==> config.mk <==
export PLATFORM = sky130hd
export DESIGN_NAME = enc_onehot2bin
export DESIGN_NICKNAME = d
export VERILOG_FILES = /design/src/rtl/enc_pkg.sv /design/src/rtl/enc_oh_check.sv /design/src/rtl/enc_onehot2bin.sv
export SDC_FILE = /design/constraint.sdc
export NUM_CORES = 1
export LEC_CHECK = 0
export ABC_AREA = 1
export CAP_MARGIN = 40
export CORE_UTILIZATION = 45
export CTS_CLUSTER_DIAMETER = 30
export DETAILED_ROUTE_END_ITERATION = 12
export PLACE_DENSITY = 0.81
export SETUP_SLACK_MARGIN = 0.4
export SLEW_MARGIN = 30
export SYNTH_ARGS = -nofsm -noshare
export SYNTH_HDL_FRONTEND = slang
export SYNTH_SLANG_ARGS = --single-unit
==> constraint.sdc <==
create_clock -name clk -period 1.5 [get_ports clk]
set_clock_uncertainty 0.2 [all_clocks]
set_input_delay 0.15 -clock clk [delete_from_list [all_inputs] [get_ports clk]]
set_output_delay 0.15 -clock clk [all_outputs]
set_load 0.005 [all_outputs]
==> src/rtl/enc_pkg.sv <==
// -----------------------------------------------------------------------------
// enc_pkg -- shared definitions for the one-hot to binary encoder.
//   OH_W_DEF / BIN_W_DEF / CNT_W_DEF : default widths (one-hot in, binary out,
//                                      error counter)
//   ERR_CODE_ALL                     : all-ones code reported for an all-zero
//                                      word; users slice it to their BIN_W
//   lowest_set_idx()                 : index of the lowest set bit in a word of
//                                      up to 64 bits (0 for an all-zero word)
// -----------------------------------------------------------------------------
package enc_pkg;

  localparam int OH_W_DEF  = 15;
  localparam int BIN_W_DEF = 4;
  localparam int CNT_W_DEF = 8;

  // Wide enough for any practical BIN_W; consumers take the low BIN_W bits.
  localparam logic [31:0] ERR_CODE_ALL = '1;

  // Scanning from the top down leaves the lowest set index in idx.
  function automatic int unsigned lowest_set_idx(input logic [63:0] v);
    int unsigned idx;
    idx = 0;
    for (int i = 63; i >= 0; i--) begin
      if (v[i]) idx = unsigned'(i);
    end
    return idx;
  endfunction

endpackage

==> src/rtl/enc_oh_check.sv <==
// -----------------------------------------------------------------------------
// enc_oh_check -- combinational legality check and index finder for a one-hot
// code word.
//   oh_i  [OH_W-1:0]  : code word under test
//   idx_o [BIN_W-1:0] : index of the lowest set bit, or all ones when oh_i == 0
//   err_o             : 1 unless exactly one bit of oh_i is set
// OH_W must not exceed 64 (width of the package index helper).
// -----------------------------------------------------------------------------
module enc_oh_check
  import enc_pkg::*;
#(
  parameter int OH_W  = OH_W_DEF,
  parameter int BIN_W = BIN_W_DEF
) (
  input  logic [OH_W-1:0]  oh_i,
  output logic [BIN_W-1:0] idx_o,
  output logic             err_o
);

  logic is_zero;
  logic is_one_hot;

  always_comb begin
    is_zero    = (oh_i == '0);
    is_one_hot = ($countones(oh_i) == 1);
    err_o      = !is_one_hot;
    if (is_zero) begin
      idx_o = ERR_CODE_ALL[BIN_W-1:0];
    end else begin
      // Multi-hot words still report their lowest set bit.
      idx_o = BIN_W'(lowest_set_idx(64'(oh_i)));
    end
  end

endmodule

==> src/rtl/enc_onehot2bin.sv <==
// -----------------------------------------------------------------------------
// enc_onehot2bin -- registered one-hot to binary encoder with a one-deep output
// register, valid/ready flow control and an optional saturating error counter.
//
// Ports:
//   clk        : clock, all state on the rising edge
//   rst        : asynchronous active-low reset
//   in_valid   : upstream word valid
//   in_ready   : block can accept a word this cycle
//   in         : one-hot code word [OH_W-1:0]
//   out_valid  : registered result valid
//   out_ready  : downstream accepts the result
//   out        : binary index [BIN_W-1:0] (all ones for an all-zero word)
//   err        : held result came from a zero or multi-hot word
//   err_clr    : synchronous clear of err_cnt (wins over an increment)
//   err_cnt    : saturating count of accepted illegal words [CNT_W-1:0]
//
// Build option: define ENC_ONEHOT2BIN_ERRCNT_EN to build the error counter.
// Without it err_cnt is tied to 0 and err_clr is ignored.
//
// Handshake: a transfer happens on a rising edge where valid & ready are both
// 1. in_ready = !out_valid | out_ready and never looks at in_valid, so a pop
// and a new accept can share one edge (one word per cycle). While out_valid=1
// and out_ready=0 the output register holds out/err/out_valid unchanged.
// -----------------------------------------------------------------------------
module enc_onehot2bin
  import enc_pkg::*;
#(
  parameter int OH_W  = OH_W_DEF,
  parameter int BIN_W = BIN_W_DEF,
  parameter int CNT_W = CNT_W_DEF
) (
  input  logic             clk,
  input  logic             rst,
  input  logic             in_valid,
  output logic             in_ready,
  input  logic [OH_W-1:0]  in,
  output logic             out_valid,
  input  logic             out_ready,
  output logic [BIN_W-1:0] out,
  output logic             err,
  input  logic             err_clr,
  output logic [CNT_W-1:0] err_cnt
);

  logic             accept;
  logic [BIN_W-1:0] chk_idx;
  logic             chk_err;

  logic             out_valid_q, out_valid_d;
  logic [BIN_W-1:0] out_q, out_d;
  logic             err_q, err_d;

  enc_oh_check #(
    .OH_W  (OH_W),
    .BIN_W (BIN_W)
  ) u_check (
    .oh_i  (in),
    .idx_o (chk_idx),
    .err_o (chk_err)
  );

  always_comb begin
    in_ready    = !out_valid_q || out_ready;
    accept      = in_valid && in_ready;
    out_valid_d = out_valid_q;
    out_d       = out_q;
    err_d       = err_q;
    if (accept) begin
      out_valid_d = 1'b1;
      out_d       = chk_idx;
      err_d       = chk_err;
    end else if (out_ready) begin
      out_valid_d = 1'b0;
    end
  end

  // Reset drops any word in flight; nothing is replayed after release.
  always_ff @(posedge clk or negedge rst) begin
    if (!rst) begin
      out_valid_q <= 1'b0;
      out_q       <= '0;
      err_q       <= 1'b0;
    end else begin
      out_valid_q <= out_valid_d;
      out_q       <= out_d;
      err_q       <= err_d;
    end
  end

  assign out_valid = out_valid_q;
  assign out       = out_q;
  assign err       = err_q;

`ifdef ENC_ONEHOT2BIN_ERRCNT_EN
  logic [CNT_W-1:0] err_cnt_q, err_cnt_d;

  always_comb begin
    err_cnt_d = err_cnt_q;
    if (err_clr) begin
      err_cnt_d = '0;
    end else if (accept && chk_err && (err_cnt_q != '1)) begin
      err_cnt_d = err_cnt_q + CNT_W'(1);
    end
  end

  always_ff @(posedge clk or negedge rst) begin
    if (!rst) begin
      err_cnt_q <= '0;
    end else begin
      err_cnt_q <= err_cnt_d;
    end
  end

  assign err_cnt = err_cnt_q;
`else
  logic unused_err_clr;
  assign unused_err_clr = err_clr;
  assign err_cnt        = '0;
`endif

endmodule
=== After elaboration in Yosys (flattened, before gate mapping) ===
Cells that the tools add are included.

* Register bits: 6
* Output and inout bits: 15

* Add/subtract/negate cells: 14
* Equal/unequal tests: 1
* Muxes and demuxes: 18
* Reductions and logical operators: 6

{| class="wikitable"
|+ Operators by type and width
! operator !! number
|-
| adder 32 bit || 6
|-
| 2-to-1 mux 4 bit || 16
|-
| adder 32 x 1 -> 32 bit || 1
|-
| equality test 32 x 2 -> 1 bit, second input constant || 1
|-
| logical NOT 15 bit || 1
|-
| adder 1 x 1 -> 2 bit || 7
|-
| logical NOT 1 bit || 2
|-
| 2-to-1 mux 1 bit || 2
|-
| nonzero test 2 bit || 1
|-
| logical AND 1 bit || 1
|-
| logical OR 1 bit || 1
|}

=== Logic depth before layout (Yosys ltp) ===
Gate-level depths: netlist (run 1).

* Depth after elaboration: 16
* Depth in mapped cells: 14
* Mapped depth without buffers: 14

=== Hierarchy ===
A second synthesis (run 1) with hierarchy kept.

* Cells, all modules: 114
* Area total of the unflattened synthesis: 829.5 um^2

{| class="wikitable"
|+ By module, submodules not included
! module !! sequential area each (um^2) !! instances !! cells an instance !! area each (um^2)
|-
| enc_oh_check || 0.0 || 1 || 80 || 523.0
|-
| enc_onehot2bin || 150.1 || 1 || 34 || 306.5
|}

=== Worst setup path before layout (run 1) ===
OpenSTA, ideal clock, no wires.

* Path type: input -> register
* Start: input in[0]
* End: register err_q, in the netlist err
* Arrival: 2995 ps
* Path buffers: 0
* Slack: -1823 ps
* Stages on the path: 13
* Cell sequence: inv_1 -> ha_1 -> inv_1 -> fa_1 -> inv_1 -> fa_1 -> inv_1 -> fa_1 -> inv_1 -> ha_1 -> fa_1 -> nor3_1 -> a31oi_1

* Longest elaborated chain between the ends: 6

{| class="wikitable"
|+ RTL lines
! element !! line !! text
|-
| from (decl) || enc_onehot2bin.sv:37 || <nowiki>input logic [OH_W-1:0] in,</nowiki>
|-
| adder 1 x 1 -> 2 bit (not written as such) || enc_oh_check.sv:25 || <nowiki>is_one_hot = ($countones(oh_i) == 1);</nowiki>
|-
| adder 32 bit (not written as such) (3 in a row) || enc_oh_check.sv:25 ||
|-
| equality test 32 x 2 -> 1 bit || enc_oh_check.sv:25 ||
|-
| logical NOT 1 bit || enc_oh_check.sv:26 || <nowiki>err_o = !is_one_hot;</nowiki>
|-
| to (signal assigned) || enc_onehot2bin.sv:87 || <nowiki>err_q <= err_d;</nowiki>
|-
| to (decl) || enc_onehot2bin.sv:52 || <nowiki>logic err_q, err_d;</nowiki>
|}

Every way passes these cells.
A chain may end at the register's enable or synchronous reset.

=== Final worst setup path (run 1) ===
* Start: input in[3]
* End: register err_q, in the netlist err

Same word-level chain as after synthesis.

==> out/results.txt, run 1 <==
Status - finished with violations
Failing checks - hold timing, setup timing
RSZ-0062 raised after global routing - true
Register share of total power - 0.143
Core area - 2040 um2
Kind of critical path - in -> reg
Post-CTS Hold Fix Bufs - 1
Synth Register Bits - 6
Clock Latency Late Sink - 0.27 ns
CTS Sinks - 6
Total Neg Setup Slack - -1.92 ns
Crit. End Element - flip-flop
Most used routing layer - met2
Final core occ - 0.904
Vias per cell - 5.36
Net Switching - 695 uW
CTS Buf Count - 3
Overall global routing resource usage - 0.318
Fmax - 0.300 GHz
Mapped Area - 1020 um2
RR Startpoint - out_valid
Initial Utilization - 0.500
Root Driver - clkbuf_4
Synth cell count leaders - inv_1, nand2_1, ha_1
Final Non-Filler Cells - 228
Primary FF master, synth - dfrtp_1
Diodes inserted - 0
Synth area leaders - ha_1, fa_1, dfrtp_1
Crit path time final - 3.33 ns
H-tree depth - 1
Drt wl/cell - 20.3 um
Vias in the first global route - 1258
Die W - 49.6 um
Routed via count - 1223
Met2 usage - 0.608
DRC Markers - 0
Synthesis-to-finish area growth - 80.8%
Remaining global-route overflow - 0
Total I/O pin count - 35
YS warnings - 0
Final WL - 4.63 mm
Combinational power share - 0.745
DRT antenna net count - 0
Worst setup startpoint - in[3]
Initial DRC Count - 44
Worst r2r dst - out[3]
Worst hold path class - in -> async
Clock share of power - 0.112
Leak - 0.935 nW
PnR worst setup slack - -1.83 ns
Cell Chain, Critical Path - buf_4 > inv_4 > ha_4 > inv_2 > fa_1 > inv_2 > fa_1 > inv_2 > fa_1 > inv_2 > ha_4 > fa_1 > nor3_2 > a31oi_1
Final Wtd Congestion - 0.818
Met3 Usage GRT - 0.0556
Setup violations, final - 2
WP data arrival - 3.27 ns
Std-Cell Rows - 16
Hpwl dp - 2.44 mm
EDFF count, synth - 0
Slowest-stage cell, CP - fa_1
Antenna violations before repair - 0
Worst reg-to-reg path cell count - 6
Cell with the most instances after synthesis - inv_1
Die Height - 49.6 um
CP max stage delay - 0.54 ns
Worst Path Max Fanout - 2
Area share of the largest cell type after synthesis - 0.221
Seq/Total Area, Yosys - 0.147
R2R Setup Slk - 0.16 ns
Syn avg cell area - 7.73 um2
Layout cells sized above 1 - 0.547
Inst Count DP - 214
CTS Buffer Depth - 2
Cell Pwr Density - 823 nW/um2
Die area - 2460 um2
Max Cap Viol - 0
WHS - -0.0668 ns
Library cells used by synthesis - 19
CP required - 1.44 ns
Switching share of power - 0.458
Final hold violations - 6
Met1 Use GR - 0.310
Largest net degree at the start of global routing - 7
Worst slack, placed - -2.50 ns
CTS tree - built
Synthesized instance count - 132
Startpoint Class - input port
CTS clk-pin slew, worst paths - 0.05 ns
Period utilization - 2.22
Ys async rst share - 1.00
DR pass1 iterations - 5
Max VDD drop - 0.951 mV
Synth area leader - ha_1
P_int - 823 uW
Global-route wire length before repair - 5.61 mm
Fin nets - 251
Input/output buffers - 25
Max-slew violation count - 0
==> layout by cell type (no fill, tap or decap), types with 2 or more instances in the layout <==
cell type,count
buf_4,33
nand2_1,19
buf_6,17
inv_1,16
inv_2,12
fa_1,10
ha_1,9
ha_4,8
conb_1,8
buf_2,8
nand3_1,6
nor2_1,6
dfrtp_1,6
inv_4,5
a21oi_2,4
inv_8,3
clkbuf_4,3
clkbuf_2,3
inv_12,2
nand2_2,2
nor4_1,2
clkdlybuf4s50_1,2
==> stage by stage <==
step / hold WS (ns) / power (mW) / instance area (um2)
6_report: -0.0668 / 1.52 / 1850
5_1_grt: -0.0519 / 1.59 / 1850
4_1_cts: -0.0610 / 1.26 / 1790
3_5_place_dp: 0.208 / 1.06 / 1650
3_3_place_gp: 0.202 / 0.997 / 1650
2_1_floorplan: -0.346 / 0.684 / 1190
==> critical path: cells and delay by family <==
| kind | cells | cell delay, ns |
|---|---|---|
| adder cells (fa/ha/maj) | 6 | 2.49 |
| AND/OR/NAND/NOR | 1 | 0.17 |
| buffers and inverters | 6 | 0.33 |
| AO/OA/AOI/OAI | 1 | 0.12 |
==> per-layer routing <==
layer	vias to the layer above	wire [um]
met5	-	0
met4	0	403
met3	38	304
met2	86	2420
met1	577	1500
li1	522	-
==> layout make-up <==
cell class / count / area, um2
inverter: 38 / 203
fill: 90 / 196
tap: 27 / 33.8
clock buffer: 3 / 22.5
multi-input combinational: 87 / 868
sequential: 6 / 150
timing repair buffer: 67 / 568
==> timing repair <==
action                                  CTS  global route
buffers inserted                          6             4
hold endpoints to repair                  7             6
endpoints found under the setup margin   12            12
pin swaps                                26            17
gates resized for setup                 124            14
==> registers in the layout (all words and copies together), names as in the netlist <==
name / flops
err: 1
out_valid: 1
out: 4
==> cell families (layout without fill, tap and decap cells) <==
kind of cell / count (synthesis) / count (layout) / synth area share
buf+inv: 46 / 108 / 0.199
compound gates: 7 / 7 / 0.0429
simple gates: 44 / 44 / 0.191
flops: 6 / 6 / 0.147
fa+ha+maj: 28 / 28 / 0.417
other cells: 1 / 8 / 0.00367
==> power groups by stage <==
stage | clock, mW | sequential [mW] | combinational (mW)
6_report | 0.170 | 0.217 | 1.13
5_1_grt | 0.179 | 0.217 | 1.19
4_1_cts | 0.159 | 0.209 | 0.895
3_5_place_dp | 0 | 0.212 | 0.846
3_3_place_gp | 0 | 0.212 | 0.785
2_1_floorplan | 0 | 0.215 | 0.469
==> worst max-delay path by stage <==
stage,endpoint,cells past startpoint
after floorplan,err,13
after global placement,err,14
after detailed placement,err,14
after CTS,err,14
after global routing,err,14
final,err,14
(Power assumes the default switching activity.)
==> inputs of run 2 (changes only) <==
--- a/config.mk
+++ b/config.mk
@@ -7,6 +7,7 @@
 export LEC_CHECK = 0
 export ABC_AREA = 1
 export CAP_MARGIN = 40
+export CORE_ASPECT_RATIO = 1.2
 export CORE_UTILIZATION = 45
 export CTS_CLUSTER_DIAMETER = 30
 export DETAILED_ROUTE_END_ITERATION = 12
==> run 2 against run 1 <==
The run now fails in clock tree synthesis (4_1_cts); area after synthesis unchanged; synthesized cell count unchanged.
==> out/results.txt, run 2 <==
Inst Count DP - 216 (was 214)
Mapped Area - 1020 um2 (unchanged)
Worst slack, placed - -2.45 ns (was -2.50 ns)
CTS Sinks - 6 (unchanged)
EDFF count, synth - 0 (unchanged)
Initial Utilization - 0.487 (was 0.500)
Synthesized instance count - 132 (unchanged)
Cell with the most instances after synthesis - inv_1 (unchanged)
CTS Buffer Depth - 2 (unchanged)
# Post-CTS Setup Buffers - 33 (was 6)
Placed cell areas - 1640 um2 (was 1650 um2)
CTS Buf Count - 3 (unchanged)
Root Driver - clkbuf_4 (unchanged)
Std-Cell Rows - 18 (was 16)
Die Height - 54.2 um (was 49.6 um)
Status - did not finish (was finished with violations)
Final Wtd Congestion - 0.832 (was 0.818)
H-tree depth - 1 (unchanged)
Synth area leader - ha_1 (unchanged)
Tool error - [ERROR DPL-0033] detailed placement checks failed during check placement.
Synth area leaders - ha_1, fa_1, dfrtp_1 (unchanged)
Failed at - clock tree synthesis (4_1_cts)
Synth cell count leaders - inv_1, nand2_1, ha_1 (unchanged)
YS warnings - 0 (unchanged)
Hpwl dp - 2.41 mm (was 2.44 mm)
Synth Register Bits - 6 (unchanged)
Seq/Total Area, Yosys - 0.147 (unchanged)
Input/output buffers - 25 (unchanged)
Library cells used by synthesis - 19 (unchanged)
PostCTS Resize Cnt - 143 (was 124)
Die W - 45.5 um (was 49.6 um)
Ys async rst share - 1.00 (unchanged)
Area share of the largest cell type after synthesis - 0.221 (unchanged)
Total I/O pin count - 35 (unchanged)
Primary FF master, synth - dfrtp_1 (unchanged)
Syn avg cell area - 7.73 um2 (unchanged)
==> run 2: cells by family after synthesis <==
| logic type | count (synthesis) | synth area share |
|---|---|---|
| fa+ha+maj | 28 | 0.417 |
| simple gates | 44 | 0.191 |
| compound gates | 7 | 0.0429 |
| flops | 6 | 0.147 |
| other cells | 1 | 0.00367 |
| buf+inv | 46 | 0.199 |
==> run 2: metrics by stage <==
step	utilization	TNS, ns
2_1_floorplan	-	-1.67
3_3_place_gp	0.785	-4.13
3_5_place_dp	0.785	-4.45
==> inputs of run 3 (changes only) <==
--- a/config.mk
+++ b/config.mk
@@ -7,12 +7,10 @@
 export LEC_CHECK = 0
 export ABC_AREA = 1
 export CAP_MARGIN = 40
-export CORE_ASPECT_RATIO = 1.2
-export CORE_UTILIZATION = 45
-export CTS_CLUSTER_DIAMETER = 30
+export CORE_AREA = 2 2 63 65
 export DETAILED_ROUTE_END_ITERATION = 12
-export PLACE_DENSITY = 0.81
-export SETUP_SLACK_MARGIN = 0.4
+export DIE_AREA = 0 0 65 67
+export PLACE_DENSITY_LB_ADDON = 0.15
 export SLEW_MARGIN = 30
 export SYNTH_ARGS = -nofsm -noshare
 export SYNTH_HDL_FRONTEND = slang
==> run 3 against run 2 <==
The flow now finishes, with violations (setup timing).
==> out/results.txt, run 3 (same netlist as run 1, synthesis figures left out) <==
Worst hold path class - in -> reg
Register share of total power - 0.155
Met3 Usage GRT - 0.0253
Setup violations, final - 1
Remaining global-route overflow - 0
Total Neg Setup Slack - -1.70 ns
Net Switching - 520 uW
P_int - 853 uW
Vias in the first global route - 1056
Most used routing layer - met2
CTS Buf Count - 3 (unchanged)
Fmax - 0.313 GHz
Die Height - 67 um (was 54.2 um)
Cell Pwr Density - 761 nW/um2
WHS - 0.0865 ns
Inst Count DP - 239 (was 216)
Crit. End Element - flip-flop
RSZ-0062 raised after global routing - true
Met1 Use GR - 0.152
CTS Sinks - 6 (unchanged)
Crit path time final - 3.20 ns
Status - finished with violations (was did not finish)
Diodes inserted - 0
Global-route wire length before repair - 4.52 mm
Hpwl dp - 2.27 mm (was 2.41 mm)
Clock Latency Late Sink - 0.22 ns
Final Wtd Congestion - 0.754 (was 0.832)
Initial DRC Count - 11
WP data arrival - 3.09 ns
Switching share of power - 0.379
Most common cell on crit path - fa_1
Kind of critical path - in -> reg
PnR worst setup slack - -1.70 ns
DRC Markers - 0
Routed via count - 1014
Period utilization - 2.13
Std-Cell Rows - 22 (was 18)
Clock share of power - 0.174
Layout cells sized above 1 - 0.475
Cell Chain, Critical Path - clkdlybuf4s15_1 > inv_2 > ha_4 > fa_1 > fa_1 > inv_1 > fa_1 > inv_2 > ha_4 > fa_1 > nor3_2 > a31oi_1
Drt wl/cell - 10.9 um
Met2 usage - 0.268
Worst Path Max Fanout - 2
Max Cap Viol - 0
CP max stage delay - 0.52 ns
Core area - 3610 um2
CTS clk-pin slew, worst paths - 0.04 ns
CTS tree - built
Commonest non-fill, non-tap cell in the layout - buf_4
Die area - 4360 um2
Max VDD drop - 0.625 mV
Overall global routing resource usage - 0.136
Final WL - 2.70 mm
Final hold violations - 0
Leak - 0.900 nW
Overall power - 1.37 mW
Startpoint Class - input port
Max reg flops - 4
H-tree depth - 1 (unchanged)
Failing checks - setup timing
Slowest-stage cell, CP - fa_1
Synthesis-to-finish area growth - 76.6%
Combinational power share - 0.671
CTS Buffer Depth - 2 (unchanged)
DRT antenna net count - 0
Total I/O pin count - 35 (unchanged)
Fin nets - 250
Initial Utilization - 0.283 (was 0.487)
Most frequent cells in the layout - buf_4, nand2_1, inv_1, inv_2, fa_1
Die W - 65 um (was 45.5 um)
Root Driver - clkbuf_8 (was clkbuf_4)
Input/output buffers - 25 (unchanged)
Max-slew violation count - 0
Vias per cell - 4.09
CP required - 1.40 ns
Final Non-Filler Cells - 248
DR pass1 iterations - 6
Largest net degree at the start of global routing - 7
Antenna violations before repair - 0
run 3: layer usage:
metal	part of all wire	vias up
li1	-	520
met1	0.40	477
met2	0.58	17
met3	0.017	0
met4	0	0
met5	0	-
run 3: final cells by class:
type                       count  area (um2)
multi-input combinational     87         822
timing repair buffer          66         559
sequential                     6         150
clock buffer                   3        41.3
tap                           48        60.1
fill                         372        1800
inverter                      38         170
run 3: path summary, 6_finish.rpt:
path | slack (ns) | to | from | cells after the start
max | -1.70 | err | in[11] | 12
min | 0.09 | out[0] | in[1] | 5
max reg2reg | 0.26 | err | out_valid | 6
min reg2reg | 0.33 | out[0] | out[0] | 2
max in group asynchronous | 0.36 | out_valid | rst | 2
min in group asynchronous | 0.52 | out[1] | rst | 2
run 3: what timing repair did:
action / in CTS / in global routing
gates resized for setup: 72 / 25
hold buffers: 1 / 0
buffers inserted: 4 / 1
pin swaps: 18 / 24
endpoints found under the hold margin: 6 / 0
endpoints found under the setup margin: 6 / 5
run 3: worst max-delay path, delay by kind of cell:
kind / cells / cell delay (ns)
fa+ha+maj: 6 / 2.35
buf+inv: 4 / 0.36
compound gates: 1 / 0.10
simple gates: 1 / 0.14
run 3: per-stage QoR:
| stage | util | worst slack, ns | instance area (um2) |
|---|---|---|---|
| after floorplan | - | -1.67 | 1090 |
| after global placement | 0.446 | -2.45 | 1610 |
| after detailed placement | 0.446 | -2.47 | 1610 |
| after CTS | 0.491 | -1.74 | 1770 |
| after global routing | 0.500 | -1.79 | 1800 |
| final | 0.500 | -1.70 | 1800 |
run 3: power by group through the flow:
| stage | Clock, mW | Combinational (mW) | Sequential (mW) |
|---|---|---|---|
| 3_5_place_dp | 0 | 0.824 | 0.215 |
| 6_report | 0.239 | 0.921 | 0.213 |
| 5_1_grt | 0.257 | 1.04 | 0.217 |
| 4_1_cts | 0.242 | 0.897 | 0.213 |
| 2_1_floorplan | 0 | 0.453 | 0.215 |
| 3_3_place_gp | 0 | 0.786 | 0.215 |
